--- src/rtl/noise_pkg.sv ---
// Shared types, constants and LFSR helper functions for the multi-channel noise generator.
package noise_pkg;

    localparam int LFSR_W = 32;
    localparam logic [LFSR_W-1:0] LFSR_TAPS      = 32'h8020_0003;
    localparam logic [LFSR_W-1:0] CH_SEED_STRIDE = 32'h9E37_79B9;

    typedef enum logic [1:0] {
        IDLE,
        DRAW_A,
        DRAW_B,
        PRESENT
    } state_t;

    // Galois right-shift step; returns {output bit, next state}. inject is XORed into the feedback bit.
    function automatic logic [LFSR_W:0] lfsr_step(input logic [LFSR_W-1:0] s, input logic inject);
        logic              fb;
        logic [LFSR_W-1:0] nxt;
        fb  = s[0] ^ inject;
        nxt = s >> 1;
        if (fb) nxt = nxt ^ LFSR_TAPS;
        if (nxt == '0) nxt = {{(LFSR_W-1){1'b0}}, 1'b1};
        return {fb, nxt};
    endfunction

    function automatic logic [LFSR_W-1:0] derive_seed(input logic [LFSR_W-1:0] seed, input int unsigned ch);
        logic [LFSR_W-1:0] d;
        d = seed ^ (LFSR_W'(ch) * CH_SEED_STRIDE);
        if (d == '0) d = {{(LFSR_W-1){1'b0}}, 1'b1};
        return d;
    endfunction

endpackage

--- src/rtl/noise_if.sv ---
// Valid/ready sample-set channel from the noise generator to the mixer/dither stage.
interface noise_if #(
    parameter int CHANNELS = 2,
    parameter int SAMPLE_W = 16
);
    logic [CHANNELS*SAMPLE_W-1:0] noise_data;
    logic                         noise_valid;
    logic                         noise_ready;

    modport master (output noise_data, output noise_valid, input  noise_ready);
    modport slave  (input  noise_data, input  noise_valid, output noise_ready);
endinterface

--- src/rtl/noise_lfsr.sv ---
// One noise channel: seeded LFSR, bit accumulator, first-draw register and triangular combiner.
module noise_lfsr
    import noise_pkg::*;
#(
    parameter int                SAMPLE_W = 16,
    parameter int unsigned       CH       = 0,
    parameter logic [LFSR_W-1:0] SEED     = 32'hACE1_1234
) (
    input  logic                CLOCK_50,
    input  logic                resetn,
    input  logic                seed_load,
    input  logic [LFSR_W-1:0]   seed,
    input  logic                step,
    input  logic                save_a,
    input  logic                load_data,
    input  logic                tri_mode,
    input  logic                inject,
    output logic [SAMPLE_W-1:0] sample
);
    logic [LFSR_W-1:0]   lfsr_reg;
    logic [SAMPLE_W-1:0] acc_reg;
    logic [SAMPLE_W-1:0] a_reg;
    logic [SAMPLE_W-1:0] data_reg;
    logic [LFSR_W:0]     step_res;
    logic [SAMPLE_W-1:0] acc_next;
    logic [SAMPLE_W-1:0] tri_res;
    logic                unused_tri_lsb;

    assign step_res = lfsr_step(lfsr_reg, inject);
    assign acc_next = {acc_reg[SAMPLE_W-2:0], step_res[LFSR_W]};

    // Sign-extended sum at SAMPLE_W+1 bits; dropping the LSB is the arithmetic shift by one.
    assign {tri_res, unused_tri_lsb} = {a_reg[SAMPLE_W-1], a_reg} + {acc_reg[SAMPLE_W-1], acc_reg};

    always_ff @(posedge CLOCK_50 or negedge resetn) begin
        if (!resetn) begin
            lfsr_reg <= derive_seed(SEED, CH);
            acc_reg  <= '0;
            a_reg    <= '0;
            data_reg <= '0;
        end else if (seed_load) begin
            lfsr_reg <= derive_seed(seed, CH);
            acc_reg  <= '0;
        end else begin
            if (step) begin
                lfsr_reg <= step_res[LFSR_W-1:0];
                acc_reg  <= acc_next;
            end
            if (save_a) a_reg <= acc_next;
            if (load_data) data_reg <= tri_mode ? tri_res : acc_reg;
        end
    end

    assign sample = data_reg;

endmodule

--- src/rtl/noise_generator.sv ---
// Multi-channel LFSR noise source with uniform/triangular modes and a valid/ready output.
// Define NOISE_ENTROPY_EN to XOR entropy_bit into every channel's LFSR feedback.
module noise_generator
    import noise_pkg::*;
#(
    parameter int                CHANNELS = 2,
    parameter int                SAMPLE_W = 16,
    parameter logic [LFSR_W-1:0] SEED     = 32'hACE1_1234
) (
    input  logic              CLOCK_50,
    input  logic              resetn,
    input  logic              enable,
    input  logic              sample_tick,
    input  logic              mode,
    input  logic              seed_load,
    input  logic [LFSR_W-1:0] seed,
    input  logic              entropy_bit,
    noise_if.master           bus,
    output logic              overrun,
    input  logic              clear_overrun
);
    localparam int CNT_W = (SAMPLE_W > 2) ? $clog2(SAMPLE_W) : 1;

    state_t                     state_reg, state_next;
    logic [CNT_W-1:0]           cnt_reg, cnt_next;
    logic                       mode_reg;
    logic                       valid_reg;
    logic                       overrun_reg;
    logic                       run, last, accept, drop, handshake;
    logic                       step, save_a, load_data, inject;
    logic [CHANNELS*SAMPLE_W-1:0] data_flat;

`ifdef NOISE_ENTROPY_EN
    assign inject = entropy_bit;
`else
    logic unused_entropy;
    assign inject         = 1'b0;
    assign unused_entropy = entropy_bit;
`endif

    assign run       = enable & ~seed_load;
    assign last      = (cnt_reg == CNT_W'(SAMPLE_W-1));
    assign handshake = valid_reg & bus.noise_ready;
    // A tick is taken only when the previous set is gone or leaving this very cycle.
    assign accept    = sample_tick & run & (state_reg == IDLE) & (~valid_reg | handshake);
    assign drop      = sample_tick & run & ~accept;

    always_ff @(posedge CLOCK_50 or negedge resetn) begin
        if (!resetn) state_reg <= IDLE;
        else         state_reg <= state_next;
    end

    always_comb begin
        state_next = state_reg;
        cnt_next   = (step && !last) ? cnt_reg + 1'b1 : '0;
        if (!run) begin
            state_next = IDLE;
        end else begin
            case (state_reg)
                IDLE:    if (accept) state_next = DRAW_A;
                DRAW_A:  if (last) state_next = mode_reg ? DRAW_B : PRESENT;
                DRAW_B:  if (last) state_next = PRESENT;
                PRESENT: state_next = IDLE;
                default: state_next = IDLE;
            endcase
        end
    end

    always_comb begin
        step      = 1'b0;
        save_a    = 1'b0;
        load_data = 1'b0;
        if (run) begin
            step      = (state_reg == DRAW_A) || (state_reg == DRAW_B);
            save_a    = (state_reg == DRAW_A) && last && mode_reg;
            load_data = (state_reg == PRESENT);
        end
    end

    always_ff @(posedge CLOCK_50 or negedge resetn) begin
        if (!resetn) begin
            cnt_reg     <= '0;
            mode_reg    <= 1'b0;
            valid_reg   <= 1'b0;
            overrun_reg <= 1'b0;
        end else begin
            cnt_reg <= cnt_next;
            if (accept) mode_reg <= mode;
            if (!run)           valid_reg <= 1'b0;
            else if (load_data) valid_reg <= 1'b1;
            else if (handshake) valid_reg <= 1'b0;
            if (drop)               overrun_reg <= 1'b1;
            else if (clear_overrun) overrun_reg <= 1'b0;
        end
    end

    generate
        for (genvar gi = 0; gi < CHANNELS; gi++) begin : g_ch
            noise_lfsr #(
                .SAMPLE_W (SAMPLE_W),
                .CH       (gi),
                .SEED     (SEED)
            ) u_lfsr (
                .CLOCK_50  (CLOCK_50),
                .resetn    (resetn),
                .seed_load (seed_load),
                .seed      (seed),
                .step      (step),
                .save_a    (save_a),
                .load_data (load_data),
                .tri_mode  (mode_reg),
                .inject    (inject),
                .sample    (data_flat[gi*SAMPLE_W +: SAMPLE_W])
            );
        end
    endgenerate

    assign bus.noise_data  = data_flat;
    assign bus.noise_valid = valid_reg;
    assign overrun         = overrun_reg;

endmodule
--- src/flat_wrapper.sv ---
// flat-port wrapper written by rule: the top's interface ports become plain ports
module noise_generator_flat import noise_pkg::*;
#(
    parameter int                CHANNELS = 2,
    parameter int                SAMPLE_W = 16,
    parameter logic [LFSR_W-1:0] SEED     = 32'hACE1_1234
)
  (CLOCK_50, resetn, enable, sample_tick, mode, seed_load, seed, entropy_bit, overrun, clear_overrun, bus_noise_data, bus_noise_valid, bus_noise_ready);
  noise_if #(.CHANNELS(CHANNELS), .SAMPLE_W(SAMPLE_W)) bus_i ();
  input  logic CLOCK_50;
  input  logic resetn;
  input  logic enable;
  input  logic sample_tick;
  input  logic mode;
  input  logic seed_load;
  input  logic [LFSR_W-1:0] seed;
  input  logic entropy_bit;
  output logic overrun;
  input  logic clear_overrun;
  output wire logic [$bits(bus_i.noise_data)-1:0] bus_noise_data;
  output wire logic [$bits(bus_i.noise_valid)-1:0] bus_noise_valid;
  input wire logic [$bits(bus_i.noise_ready)-1:0] bus_noise_ready;
  assign bus_noise_data = bus_i.noise_data;
  assign bus_noise_valid = bus_i.noise_valid;
  assign bus_i.noise_ready = bus_noise_ready;
  noise_generator #(.CHANNELS(CHANNELS), .SAMPLE_W(SAMPLE_W), .SEED(SEED)) u_core (.CLOCK_50(CLOCK_50), .resetn(resetn), .enable(enable), .sample_tick(sample_tick), .mode(mode), .seed_load(seed_load), .seed(seed), .entropy_bit(entropy_bit), .bus(bus_i), .overrun(overrun), .clear_overrun(clear_overrun));
endmodule
--- config.mk ---
export PLATFORM = sky130hd
export DESIGN_NAME = noise_generator_flat
export DESIGN_NICKNAME = d
export VERILOG_FILES = /design/src/rtl/noise_pkg.sv /design/src/rtl/noise_if.sv /design/src/rtl/noise_lfsr.sv /design/src/rtl/noise_generator.sv /design/src/flat_wrapper.sv
export SDC_FILE = /design/constraint.sdc
export NUM_CORES = 1
export LEC_CHECK = 0
export ABC_CLOCK_PERIOD_IN_PS = 2500
export CORE_MARGIN = 2
export CORE_UTILIZATION = 53
export DETAILED_ROUTE_END_ITERATION = 10
export MAX_ROUTING_LAYER = met4
export PLACE_DENSITY = 0.76
export SLEW_MARGIN = 25
export SYNTH_ARGS = -nofsm -noshare
export SYNTH_HDL_FRONTEND = slang
export SYNTH_SLANG_ARGS = --single-unit
export TNS_END_PERCENT = 100
--- constraint.sdc ---
create_clock -name CLOCK_50 -period 2.5 [get_ports CLOCK_50]
set_input_delay 0.625 -clock CLOCK_50 [delete_from_list [all_inputs] [get_ports CLOCK_50]]
set_output_delay 0.625 -clock CLOCK_50 [all_outputs]
set_load 0.005 [all_outputs]
==> results of run 1 <==
[timing repair]
| action | 4_1_cts | 5_1_grt |
|---|---|---|
| setup buffers | 0 | 1 |
| pin swaps | 1 | 4 |
| gates resized for setup | 1 | 5 |
| hold buffers | 0 | 0 |
| setup endpoints to repair | 1 | 6 |
[metal layers]
layer	up-vias	part of all wire (%)	global-route usage [%]
met5	-	0	-
met4	0	1.9	8.87
met3	34	5.4	4.19
met2	275	49	43.4
met1	3778	44	34.5
li1	3618	-	-
[Yosys cell counts (4+ instances only)]
cell type	count	area, um^2
a31oi_1	25	156
mux2i_1	13	130
inv_1	25	93.8
mux2_2	33	372
and2_1	4	25.0
nand4_1	16	100
dfstp_2	30	788
o211ai_1	5	37.5
a222oi_1	16	160
and3_1	11	68.8
nor2_1	67	251
ha_1	35	438
nor4_1	21	131
o21ai_0	44	220
a211o_1	4	35.0
nor3_1	12	60.1
a21o_1	13	97.6
nand2_1	156	586
xor2_1	14	123
dfrtp_1	139	3480
a221o_1	17	170
xnor2_1	11	96.3
clkbuf_1	37	139
o21a_1	4	30.0
or3_1	4	25.0
a21oi_1	53	265
buf_2	5	25.0
a211oi_1	9	67.6
nand3_1	45	225
buf_1	5	18.8
[cell families after synthesis]
logic type	after synthesis
AOI/OAI and AO/OA	216
muxes	46
adders and majority gates	37
buffers and inverters	77
DFF	169
xor gates and xnor gates	25
and+or+nand+nor	350
[area by class of cell]
cell class                 instances  area, um^2  area share, %
sequential                       169        4270           38.9
clock buffer                      25         495           4.52
multi-input combinational        674        4290           39.1
timing repair buffer             160        1470           13.4
tap                              220         275           2.51
clock inverter                     7        66.3          0.605
inverter                          27         101          0.924
[where the power goes]
part | total (W) | switching (W) | leakage (nW) | internal, W
registers | 0.00300 | 0.000114 | 2.16 | 0.00289
clock network | 0.00251 | 0.00104 | 0.277 | 0.00147
logic | 0.000594 | 0.000324 | 2.80 | 0.000270
total | 0.00611 | 0.00148 | 5.24 | 0.00463
[stage by stage]
step / area, um^2 / std cells / setup TNS (ns) / utilization, %
detailed placement: 10400 / 1249 / -4.18 / 63.0
global placement: 10400 / 1249 / -3.33 / 63.0
floorplan: 8850 / 920 / 0 / -
global route: 11000 / 1282 / -0.00531 / 66.6
finish: 11000 / 1282 / 0 / 66.6
CTS: 10900 / 1281 / 0 / 66.4
[worst paths after layout]
check | depth (start not counted) | endpoint | from
max | 10 | u_core.g_ch[1].u_lfsr.sample[13]$_DFFE_PN0P_ | u_core.g_ch[1].u_lfsr.a_reg[0]$_DFFE_PN0P_
min | 1 | u_core.g_ch[0].u_lfsr.sample[9]$_DFFE_PN0P_ | resetn
max reg2reg | 10 | u_core.g_ch[1].u_lfsr.sample[13]$_DFFE_PN0P_ | u_core.g_ch[1].u_lfsr.a_reg[0]$_DFFE_PN0P_
min reg2reg | 2 | u_core.g_ch[0].u_lfsr.sample[8]$_DFFE_PN0P_ | u_core.g_ch[0].u_lfsr.sample[8]$_DFFE_PN0P_
max in group asynchronous | 2 | u_core.g_ch[1].u_lfsr.lfsr_reg[18]$_DFFE_PN1P_ | resetn
min in group CLOCK_50 | 2 | u_core.g_ch[0].u_lfsr.sample[8]$_DFFE_PN0P_ | u_core.g_ch[0].u_lfsr.sample[8]$_DFFE_PN0P_
==> metrics.cfg, run 1 <==
[status]
outcome = finished clean

[placement]
pre_cts_slack_ns = -0.196
hpwl_um = 15500
gp_congestion = 0.922
io_buffers = 73

[worst_setup_path]
cp.arrival_ns = 2.76
ff2ff_setup_slack_ns = 0.1
path_max_fanout = 2
worst_setup_path_end_kind = flop
path_buf_inv = 1
critical_path.max_stage_delay_ns = 0.40
worstSetupPathType = flop to flop
slowest_stage = fa_2
crit_chain = and2_1 -> fa_2 -> a211oi_2 -> o21a_1 -> nor4_1 -> o41ai_1 -> buf_4 -> xnor2_1 -> nand2_1 -> a21oi_1
start_kind = flop
cp.required_ns = 2.86
cpLargestDelayFamily = compound AO/OA/AOI/OAI gates

[worst_hold_path]
hold_path.class = primary input to async pin

[synth]
yosys.area_share.simple_pct = 17.8
syn-num-nets = 998
synth-seq-cells = 169
ys.warnings.count = 0
seq_area_frac_synth_pct = 48.2
synthArstFlopShare_pct = 100
synth_mux_area_share_pct = 5.67
syn_inst = 920
syn_area_um2 = 8850
synth_edf_count = 0
yosys.area_share.adder_pct = 5.40
synth_compound_area_share_pct = 16.7
synth_area_per_cell_um2 = 9.62
synthDistinctLibCells = 62
synth_top_family_by_area = simple AND/OR/NAND/NOR gates
synth-xor-area-share_pct = 2.47
synthFlopType = dfrtp_1

[power_and_ir_drop]
ir_worst_vdd_v = 0.000565
powerDensity_nw_per_um2 = 557
finalPower_w = 0.00611
power.leakage_nw = 5.24

[grt]
grt.overflow.total = 0
grt_pass1_vias = 7414
antenna_found_initial = 0
grt_pass1_wl_um = 36800
grt_usage_pct = 26.7
grt_max_degree = 53

[clocking]
cts_buffers = 17
root_buffer = clkbuf_16
cts_buffer_depth = 2
clkSlewWorstSetupHoldPaths_ns = 0.06
clk_latency_ns = 0.43
clock-sinks = 169
htreeDepth = 4
cts_tree = built

[timing]
whs_ns = 0.0950
slew_viol_final = 0
min_period_ns = 2.40
setup_viol = 0
fin_ws_ns = 0.0994
hold_viol = 0
relSlewSlack_pct = 69.0
fin_crit_sh_pct = 96.0
max_freq_ghz = 0.417
fin_skew_ns = 0.00550
worst-slew-pin-transition_ns = 0.466

[routing]
wl_per_cell_um = 17.5
routed_wirelength_um = 22400
vias_per_cell = 6.01
drc = 0
num_vias = 7705
drt_iter0_markers = 754
drtAntennaViolNets = 0
dr.pass1.iters = 7

[finish]
diodes = 0
drive_gt1_share_pct = 18.5
nets = 1127
nFillCells = 1299
layout.cells.most_common = nand2_1
largest_reg_flops = 64
mostFrequentLayoutCells = nand2_1, dfrtp_1, buf_4
area.growth.synth_to_final_pct = 23.9

[floorplanning]
start_util_pct = 53.8
row_count = 47
core_area_um2 = 16500
ios = 75
die_x_um = 133
die-height_um = 133
dieArea_um2 = 17800

[flow_run]
max_cap_viol_count = 0

(Power assumes the default switching activity.)
==> run 2: changes to the inputs <==
--- a/config.mk
+++ b/config.mk
@@ -6,11 +6,13 @@
 export NUM_CORES = 1
 export LEC_CHECK = 0
 export ABC_CLOCK_PERIOD_IN_PS = 2500
+export CELL_PAD_IN_SITES_DETAIL_PLACEMENT = 1
+export CELL_PAD_IN_SITES_GLOBAL_PLACEMENT = 1
 export CORE_MARGIN = 2
-export CORE_UTILIZATION = 53
+export CORE_UTILIZATION = 41
 export DETAILED_ROUTE_END_ITERATION = 10
 export MAX_ROUTING_LAYER = met4
-export PLACE_DENSITY = 0.76
+export PLACE_DENSITY = 0.75
 export SLEW_MARGIN = 25
 export SYNTH_ARGS = -nofsm -noshare
 export SYNTH_HDL_FRONTEND = slang
==> run 2 against run 1 <==
Final area rose by 2.8%. Via count did not move. Hold slack got worse by 0.0053 ns. Die area rose by 28%. Non-clock buffer count rose by 2. Register-to-register slack barely moved. Count of clock-buffer cells in the layout fell by 4. Largest power group is now the clock network.
==> metrics.cfg, run 2 (synthesized netlist as in run 1, its figures left out) <==
[routing]
dr.pass1.iters = 5  ; -2
vias_per_cell = 5.75  ; -4.3%
drc = 0  ; unchanged
num_vias = 7705  ; unchanged
routed_wirelength_um = 26300  ; +17%
wl_per_cell_um = 19.6  ; +12%
drtAntennaViolNets = 0  ; unchanged
drt_iter0_markers = 456  ; -40%

[timing]
fin_skew_ns = 0.00881  ; +0.00331 ns
fin_tns_setup_ns = 0  ; unchanged
slew_viol_final = 0  ; unchanged
relSlewSlack_pct = 51.9  ; -17 points
setup_viol = 0  ; unchanged
max_freq_ghz = 0.415  ; -0.45%
hold_viol = 0  ; unchanged
min_period_ns = 2.41  ; +0.0109 ns
fin_crit_sh_pct = 96.5  ; +0.44 points
worst-slew-pin-transition_ns = 0.721  ; +0.256 ns

[worst_setup_path]
cp.arrival_ns = 2.73  ; -0.03 ns
start_kind = flop
critical_path.max_stage_delay_ns = 0.44  ; +0.04 ns
worstSetupPathType = flop to flop
worst_setup_path_end_kind = flop
slowest_stage = dfrtp_1
path_max_fanout = 6  ; +4
cp.required_ns = 2.82  ; -0.04 ns
crit_chain = ha_2 -> and3_1 -> a21oi_2 -> o311ai_1 -> buf_4 -> o21a_1 -> mux2i_1 -> nand2_1

[power_and_ir_drop]
power.leakage_nw = 5.31  ; +1.3%
ir_worst_vdd_v = 0.000398  ; -30%
powerDensity_nw_per_um2 = 601  ; +7.8%

[grt]
grt.overflow.total = 0  ; unchanged
grt_max_degree = 69  ; +30%
grt_pass1_wl_um = 43300  ; +18%
antenna_found_initial = 0  ; unchanged
grt_usage_pct = 24.9  ; -1.8 points
grt_pass1_vias = 8322  ; +12%

[finish]
fin_area_um2 = 11300  ; +2.8%
nets = 1129  ; +0.18%
drive_gt1_share_pct = 19.5  ; +0.90 points
final_util_pct = 53.4  ; -13 points
diodes = 0  ; unchanged
largest_reg_flops = 64  ; unchanged
multi_input_area_um2 = 4340  ; +1.2%
layout.cells.most_common = nand2_1
nFillCells = 2384  ; +84%
area.growth.synth_to_final_pct = 27.3
regArea_um2 = 4270  ; unchanged
instances_no_fill = 1339  ; +4.4%
mostFrequentLayoutCells = nand2_1, dfrtp_1, buf_4

[clocking]
clk_latency_ns = 0.44  ; about the same
htreeDepth = 4  ; unchanged
cts_buffers = 17  ; unchanged
root_buffer = clkbuf_16
clock-sinks = 169  ; unchanged
cts_buffer_depth = 2  ; unchanged
clkSlewWorstSetupHoldPaths_ns = 0.07  ; about the same
cts_tree = built

[placement]
hpwl_um = 17700  ; +14%
io_buffers = 73  ; unchanged
gp_congestion = 0.841  ; -8.8%
dp.cells = 1304  ; +4.4%
placed_cell_area_um2 = 10500  ; +1.1%

[floorplanning]
die_x_um = 151  ; +13%
die-height_um = 151  ; +13%
row_count = 53  ; +13%
core_area_um2 = 21100  ; +28%
ios = 75  ; unchanged
start_util_pct = 42.0  ; -12 points
dieArea_um2 = 22800  ; +28%

[status]
outcome = finished clean

[flow_run]
max_cap_viol_count = 0  ; unchanged

[worst_hold_path]
hold_path.class = primary input to async pin

run 2: cell count changes in the layout (fill, tap and decap cells not counted), sizes merged:
cell,previous run,this run
bufinv,1,7
clkbuf,25,21
buf,88,90
clkinv,6,4
run 2: area by class of cell:
class | instances | share of cell area, %
Sequential cell | 169 | 37.9
Inverter | 27 | 0.899
Timing Repair Buffer | 162 | 13.5
Multi-Input combinational cell | 674 | 38.5
Tap cell | 275 | 3.05
Clock inverter | 11 | 2.16
Clock buffer | 21 | 4.00
run 2: what timing repair did:
action	CTS	global route
hold buffers	0	0
pin swaps	2	6
resized for setup	3	14
endpoints found under the setup margin	4	12
buffers inserted	0	3
run 2: final timing paths:
path,cells past startpoint,endpoint,start,slack (ns)
max in group asynchronous,2,u_core.g_ch[0].u_lfsr.lfsr_reg[29]$_DFFE_PN1P_,resetn,1.65
setup / recovery,8,u_core.g_ch[0].u_lfsr.sample[14]$_DFFE_PN0P_,u_core.g_ch[0].u_lfsr.acc_reg[5]$_DFFE_PN0P_,0.09
setup reg to reg,8,u_core.g_ch[0].u_lfsr.sample[14]$_DFFE_PN0P_,u_core.g_ch[0].u_lfsr.acc_reg[5]$_DFFE_PN0P_,0.09
hold / removal,1,u_core.g_ch[0].u_lfsr.sample[7]$_DFFE_PN0P_,resetn,0.09
hold reg to reg,2,u_core.g_ch[1].u_lfsr.sample[0]$_DFFE_PN0P_,u_core.g_ch[1].u_lfsr.sample[0]$_DFFE_PN0P_,0.48
min in group CLOCK_50,2,u_core.g_ch[1].u_lfsr.sample[0]$_DFFE_PN0P_,u_core.g_ch[1].u_lfsr.sample[0]$_DFFE_PN0P_,0.48
run 2: critical path, delay by kind of cell, from the launching register on:
family	cells	cell delay, ns
muxes	1	0.25
AOI/OAI and AO/OA	3	0.63
adders and majority gates	1	0.42
and+or+nand+nor	2	0.40
DFF	1	0.44
buffers and inverters	1	0.17
run 2: per-layer routing:
metal  wire (um)  global-route usage [%]  part of all wire [%]  vias to the layer above
met5           0                       -                     0                        -
met4         466                    7.90                   1.8                        0
met3         837                    3.77                   3.2                       37
met2       13400                    42.5                    51                      161
met1       11600                    30.6                    44                     3903
li1            -                       -                     -                     3604
run 2: through the flow:
step	hold WS [ns]	setup WS, ns	power, W
global route	0.118	-0.0357	0.00702
global placement	0.462	-0.197	0.00364
detailed placement	0.470	-0.292	0.00366
CTS	0.103	0.000975	0.00682
floorplan	0.329	0.0675	0.00330
finish	0.0897	0.0884	0.00677
run 2: where the power goes:
group	internal, W	total (W)	leakage [nW]	switching, W
Combinational	0.000276	0.000609	2.82	0.000333
Clock	0.00201	0.00315	0.332	0.00114
Sequential	0.00289	0.00301	2.16	0.000125
Total	0.00517	0.00677	5.31	0.00160
